[config.mk]
export PLATFORM = sky130hd
export DESIGN_NAME = child_slot_scheduler
export DESIGN_NICKNAME = d
export VERILOG_FILES = /design/src/rtl/child_slot_scheduler.sv
export SDC_FILE = /design/constraint.sdc
export NUM_CORES = 1
export LEC_CHECK = 0
export ABC_AREA = 1
export BUFFER_PORTS_ARGS = -buffer_cell sky130_fd_sc_hd__buf_2
export CELL_PAD_IN_SITES_DETAIL_PLACEMENT = 0
export CELL_PAD_IN_SITES_GLOBAL_PLACEMENT = 1
export CORE_ASPECT_RATIO = 1.1
export CORE_UTILIZATION = 45
export CTS_BUF_LIST = sky130_fd_sc_hd__clkbuf_4 sky130_fd_sc_hd__clkbuf_8
export DETAILED_ROUTE_END_ITERATION = 12
export HOLD_SLACK_MARGIN = 0.12
export PLACE_DENSITY_LB_ADDON = 0.1
export SETUP_SLACK_MARGIN = 0.1
export SLEW_MARGIN = 10
export SYNTH_ARGS = -nofsm -noshare
export SYNTH_HDL_FRONTEND = slang
export SYNTH_SLANG_ARGS = --single-unit
export TNS_END_PERCENT = 100
[constraint.sdc]
create_clock -name clk -period 9.15 [get_ports clk]
set_clock_uncertainty 0.05 [all_clocks]
set_input_delay 0 -clock clk [delete_from_list [all_inputs] [get_ports clk]]
set_output_delay 0 -clock clk [all_outputs]
set_load 0.02 [all_outputs]
[src/rtl/child_slot_scheduler.sv]
// Round-robin scheduler sharing one downstream resource among the child slots of a subtree root.
// Grants one slot at a time, holds until done/request drop/watchdog, then one dead recovery cycle.
module child_slot_scheduler #(
    parameter int unsigned N_SLOTS  = 5,
    parameter int unsigned MAX_HOLD = 16,
    parameter int unsigned CNT_W    = 16
) (
    input  logic                       clk,
    input  logic                       rst_n,
    input  logic [N_SLOTS-1:0]         req,
    input  logic [N_SLOTS-1:0]         done,
    output logic [N_SLOTS-1:0]         gnt,
    output logic [$clog2(N_SLOTS)-1:0] gnt_id,
    output logic                       busy,
    output logic                       timeout,
    output logic [CNT_W-1:0]           grant_count
);

    localparam int unsigned IdW   = $clog2(N_SLOTS);
    localparam int unsigned HoldW = $clog2(MAX_HOLD);

    localparam logic [1:0] StIdle    = 2'd0;
    localparam logic [1:0] StGrant   = 2'd1;
    localparam logic [1:0] StRecover = 2'd2;

    localparam logic [HoldW-1:0] HoldLast = HoldW'(MAX_HOLD - 1);
    localparam logic [IdW-1:0]   LastId   = IdW'(N_SLOTS - 1);
    localparam logic [CNT_W-1:0] CntMax   = '1;

    logic [1:0]         state_q, state_d;
    logic [IdW-1:0]     ptr_q, ptr_d;
    logic [N_SLOTS-1:0] gnt_q, gnt_d;
    logic [IdW-1:0]     gnt_id_q, gnt_id_d;
    logic               busy_q, busy_d;
    logic               timeout_q, timeout_d;
    logic [HoldW-1:0]   hold_cnt_q, hold_cnt_d;
    logic [CNT_W-1:0]   grant_count_q, grant_count_d;

    logic               win_found;
    logic [IdW-1:0]     win_id;
    logic [IdW-1:0]     scan_idx;
    int unsigned        scan_sum;
    logic               rel_normal;
    logic               rel_watchdog;

    // Rotating priority scan: first requester at or after ptr, wrapping modulo N_SLOTS.
    always_comb begin
        win_found = 1'b0;
        win_id    = '0;
        scan_sum  = 0;
        scan_idx  = '0;
        for (int unsigned i = 0; i < N_SLOTS; i++) begin
            scan_sum = int'(ptr_q) + i;
            if (scan_sum >= N_SLOTS) begin
                scan_sum = scan_sum - N_SLOTS;
            end
            scan_idx = IdW'(scan_sum);
            if (!win_found && req[scan_idx]) begin
                win_found = 1'b1;
                win_id    = scan_idx;
            end
        end
    end

    // Only the granted slot's done/req matter; a normal release wins over the watchdog.
    always_comb begin
        rel_normal   = done[gnt_id_q] | ~req[gnt_id_q];
        rel_watchdog = (hold_cnt_q == HoldLast);
    end

    always_comb begin
        state_d       = state_q;
        ptr_d         = ptr_q;
        gnt_d         = gnt_q;
        gnt_id_d      = gnt_id_q;
        busy_d        = busy_q;
        timeout_d     = 1'b0;
        hold_cnt_d    = hold_cnt_q;
        grant_count_d = grant_count_q;

        case (state_q)
            StIdle: begin
                if (win_found) begin
                    state_d    = StGrant;
                    gnt_d      = {{(N_SLOTS-1){1'b0}}, 1'b1} << win_id;
                    gnt_id_d   = win_id;
                    busy_d     = 1'b1;
                    hold_cnt_d = '0;
                    if (grant_count_q != CntMax) begin
                        grant_count_d = grant_count_q + 1'b1;
                    end
                end
            end
            StGrant: begin
                if (rel_normal || rel_watchdog) begin
                    state_d   = StRecover;
                    ptr_d     = (gnt_id_q == LastId) ? '0 : gnt_id_q + 1'b1;
                    gnt_d     = '0;
                    gnt_id_d  = '0;
                    busy_d    = 1'b0;
                    timeout_d = ~rel_normal;
                end else begin
                    hold_cnt_d = hold_cnt_q + 1'b1;
                end
            end
            StRecover: begin
                state_d = StIdle;
            end
            default: begin
                state_d  = StIdle;
                gnt_d    = '0;
                gnt_id_d = '0;
                busy_d   = 1'b0;
            end
        endcase
    end

    always_ff @(posedge clk or negedge rst_n) begin
        if (!rst_n) begin
            state_q       <= StIdle;
            ptr_q         <= '0;
            gnt_q         <= '0;
            gnt_id_q      <= '0;
            busy_q        <= 1'b0;
            timeout_q     <= 1'b0;
            hold_cnt_q    <= '0;
            grant_count_q <= '0;
        end else begin
            state_q       <= state_d;
            ptr_q         <= ptr_d;
            gnt_q         <= gnt_d;
            gnt_id_q      <= gnt_id_d;
            busy_q        <= busy_d;
            timeout_q     <= timeout_d;
            hold_cnt_q    <= hold_cnt_d;
            grant_count_q <= grant_count_d;
        end
    end

    assign gnt         = gnt_q;
    assign gnt_id      = gnt_id_q;
    assign busy        = busy_q;
    assign timeout     = timeout_q;
    assign grant_count = grant_count_q;

endmodule

## After elaboration in Yosys (flattened, before gate mapping)

Index checks and enable logic that the tools add are counted.

- Equality and inequality tests: 8
- Muxes and demuxes: 47
- Magnitude comparators: 11
- Bitwise logic cells: 4
- $add $sub $neg: 12
- Reductions and logical operators: 16
- Shifts and indexed selects: 1

Operators with widths:

| cell | count |
|---|---|
| $mux W3 | 13 |
| $lt A3 B4 Y1 const B | 6 |
| $bmux W1 S3 | 7 |
| $add A16 B1 Y16 const B | 1 |
| $ge A4 B3 Y1 const B | 4 |
| $mux W1 | 16 |
| $ne A16 B16 Y1 const B | 1 |
| $pmux W5 S3 | 1 |
| $sub A3 B3 Y3 const B | 5 |
| $mux W5 | 2 |
| $pmux W3 S3 | 1 |
| $reduce_and A3 Y1 | 3 |
| $add A3 B2 Y4 const B | 2 |
| $mux W4 | 2 |
| $pmux W4 S2 | 1 |
| $ne A2 B2 Y1 const B | 3 |
| $shl A1 B3 Y5 const A | 1 |
| $add A3 B1 Y4 const B | 1 |
| $add A3 B3 Y4 const B | 1 |
| $add A4 B1 Y4 const B | 1 |
| $eq A4 B4 Y1 const B | 1 |
| $logic_and A1 B1 Y1 | 4 |
| $logic_not A1 Y1 | 4 |
| $mux W2 | 2 |
| other kinds (13) | 16 |

- Output and inout bits: 26
- Register bits: 35

## Longest topological paths before layout

- Word-level depth: 20
- Gate-level depth with buffers: 22
- Gate-level depth less buffers: 21

## Worst setup path after synthesis

Ideal clock, no wire load.

- Kind: reg-to-reg
- From: register ptr_q[0]
- To: register grant_count_q[3] (netlist: grant_count[3])
- Path buffers: 2
- Setup slack: 6.278 ns
- Arrival time: 2.706 ns
- Cell stages (with the launch flop): 23
- Cells stage by stage: dfrtp_1 -> buf_6 -> inv_4 -> ha_1 -> inv_1 -> fa_1 -> a21oi_2 -> nand2_1 -> nand2_1 -> nand2_1 -> nand3_1 -> nand2_1 -> nand2_1 -> nand2_2 -> nor2_8 -> nand3b_4 -> nand2_4 -> inv_4 -> nand2_8 -> inv_6 -> buf_12 -> nand2_2 -> nand2_1

- Word-level cells in the longest chain between the ends: 18
- Elaborated cells on any way between the ends: 43

Ends and longest elaborated chain:

| what | line | text |
|---|---|---|
| start, declared | 31 | `logic [IdW-1:0] ptr_q, ptr_d;` |
| start signal, assigned | 130 | `ptr_q <= ptr_d;` |
| parallel branches: the longest is 16 deep, another holds $add A3 B1 Y4 | -- |  |
| $mux W1 * | 58 | `if (!win_found && req[scan_idx]) begin` |
| $reduce_and A3 Y1 (no line) * | -- |  |
| end signal, assigned | 136 | `grant_count_q <= grant_count_d;` |
| end, declared | 37 | `logic [CNT_W-1:0] grant_count_q, grant_count_d;` |

Every way passes the cells marked *. The select of a mux whose other input is x is not followed.
A chain may end at the register's enable or synchronous reset.

## Final worst setup path

- From: register ptr_q[0]
- To: register grant_count_q[13] (netlist: grant_count[13])

Same word-level chain as after synthesis.

==> results.toml <==
[status]
run_status = "finished clean"

[clock_network]
clock_sinks = 35
clk_path_buf_depth = 2
cts_setup_buffers = 0
ctsResizeCount = 0
clk_latency_ns = 0.28
clkSlewWorstSetupHoldPaths_ns = 0.07
cts_made_buffers = 5
cts_tree = "built"
cts.htree.levels = 2
cts-root-buf = "clkbuf_8"

[layout]
n_antenna_cell = 0
drive_gt1_share_pct = 23.5
multiInputGateArea_sq_um = 1790
seq_area_sq_um = 876
fillers = 629
syn2layout_area_growth_pct = 11.5
fin_nets = 458

[floorplan]
initial_core_util_pct = 46.8
dieArea_sq_um = 6770
die_h_microns = 86.2
rows = 30
io_pins = 38
core_region_area_sq_um = 6190
die_w_microns = 78.6

[synthesis]
synthTopCellsByArea = "dfrtp_1 (30%), nand2_1 (13%), nand3_1 (7.2%)"
yosysWarnings = 0
syn_inst = 392
yosysTopAreaCell = "dfrtp_1"
avgSynthCellArea_sq_um = 7.40
synth-seq-cells = 35
syn_nets = 417
post-synth-top-area-fraction_pct = 30.2
ys_seq_area_share_pct = 30.2
ys_types = 39
syn-cell-area_sq_um = 2900

[drt]
drt_iter0_markers = 102
num_vias = 2678
drt-total-wl_microns = 7010
via_per_inst = 5.21
wire_per_inst_microns = 13.6
drc = 0
ant_nets = 0
firstDrtPassIters = 4

[sta]
finalHoldViolCount = 0
slew_headroom_pct = 47.3
tns_ns = 0
fin_crit_sh_pct = 35.8
setup_viol = 0
rsz0062_at_grt = "no"
tightest_slew_ns = 0.791
fmax_ghz = 0.305
setup_ws_ns = 5.87
slew_violations = 0
layout_min_cycle_time_ns = 3.28

[placement]
dp_worst_setup_slack_ns = 5.90
place_hpwl_microns = 5590
place.gp.congestion = 0.882
numPortBuffers = 37

[grt]
track_usage_pct = 21.9
antenna_found_initial = 0
grt_max_degree = 36
first_global_vias = 2463
grt_pass1_wl_microns = 11700
grt.overflow.total = 0

[min_path]
hp-class = "in2reg"

[setup_path]
cp_data_required_time_ns = 9.27
critPathMaxFanout = 16
worstSetupStartpointType = "flop"
arrival_ns = 3.40
crit_type = "reg2reg"
critPathCaptureType = "flop"

[job]
maxCapViolations = 0
[layout make-up]
type	count	share of cell area (%)
repair buffers	38	6.03
inverters	48	5.88
flip-flops and latches	35	27.1
clock buffers	5	2.13
clock inverters	3	0.464
multi-input cells	305	55.3
well taps	80	3.09
[cells in the mapped netlist (all sizes together)]
master / instances
nor4: 3
nor3: 7
o31ai: 1
dfrtp: 35
ha: 12
fa: 1
nor2: 26
o32ai: 1
nand3b: 4
nand3: 52
xor2: 12
o22ai: 2
o211ai: 1
buf: 3
a21oi: 4
nand4: 15
or3: 1
a31oi: 1
xnor2: 6
clkbuf: 1
inv: 48
o21ai: 35
nand2: 121
[flip-flops by register name, indices dropped and copies added (netlist names)]
name         cells
gnt_id           3
grant_count     16
hold_cnt_q       4
gnt              5
timeout          1
busy             1
ptr_q            3
state_q          2
[routing by layer]
metal	global-route usage, %	wire length (microns)	vias to the layer above	part of all wire, %
li1	-	-	1376	-
met1	29.7	3300	1256	47
met2	36.5	3440	40	49
met3	2.42	145	6	2.1
met4	7.24	119	0	1.7
met5	0	0	-	0
[per-stage QoR]
stage	area [sq um]	std cells	util [%]	hold slack (ns)
after floorplan	2900	392	-	-0.346
after global placement	3140	505	50.7	0.0768
after detailed placement	3140	505	50.7	0.0821
after CTS	3230	514	52.2	0.164
after global routing	3230	514	52.2	0.288
final	3230	514	52.2	0.192
[path summary, 6_finish.rpt]
| check | startpoint | to | slack, ns | cells after the start |
|---|---|---|---|---|
| setup / recovery | ptr_q[0] | grant_count[13] | 5.87 | 20 |
| max in group asynchronous | rst_n | grant_count[9] | 8.26 | 2 |
| hold / removal | done[4] | timeout | 0.19 | 6 |
| hold reg to reg | gnt[2] | gnt[2] | 0.43 | 2 |
| min in group asynchronous | rst_n | hold_cnt_q[0] | 0.29 | 2 |
| setup reg to reg | ptr_q[0] | grant_count[13] | 5.87 | 20 |
[cells in the final DEF (no fill, tap or decap), types with 12 or more instances in the layout]
| cell type | netlist | final |
|---|---|---|
| nand2_2 | 19 | 19 |
| ha_1 | 12 | 12 |
| nand3_1 | 42 | 42 |
| nor2_1 | 25 | 25 |
| nand2_1 | 100 | 100 |
| buf_2 | 0 | 37 |
| nand4_1 | 13 | 13 |
| o21ai_0 | 17 | 17 |
| dfrtp_1 | 35 | 35 |
| inv_1 | 40 | 40 |
[worst max-delay path, stage by stage, from the launching register on]
cell and delay, ns:
dfrtp_1 0.61, inv_4 0.23, ha_1 0.19, inv_1 0.05, fa_1 0.43, a21oi_2 0.21
nand2_1 0.12, nand2_1 0.15, nand2_1 0.06, nand3_1 0.06, nand2_1 0.05, nand2_1 0.06
nand2_2 0.12, nor2_8 0.17, nand3b_4 0.09, nand2_4 0.11, inv_4 0.06, nand2_8 0.11
inv_6 0.09, nand2_1 0.08, o21ai_2 0.05
[cells by family after synthesis]
kind of cell | count (synthesis) | share of synthesized area [%]
AND/OR/NAND/NOR | 229 | 40.2
XOR/XNOR | 18 | 5.69
adder cells (fa/ha/maj) | 13 | 5.86
buffers and inverters | 52 | 8.15
flip-flops | 35 | 30.2
AO/OA/AOI/OAI | 45 | 9.92
[repair_timing]
action / in CTS / in global routing
setup endpoints to repair: 0 / 0
hold buffers: 1 / 0
hold endpoints to repair: 35 / 0
Power is left out: the tool's default activity adds up to more than one toggle a clock period on the data nets, which glitch-free logic cannot reach.
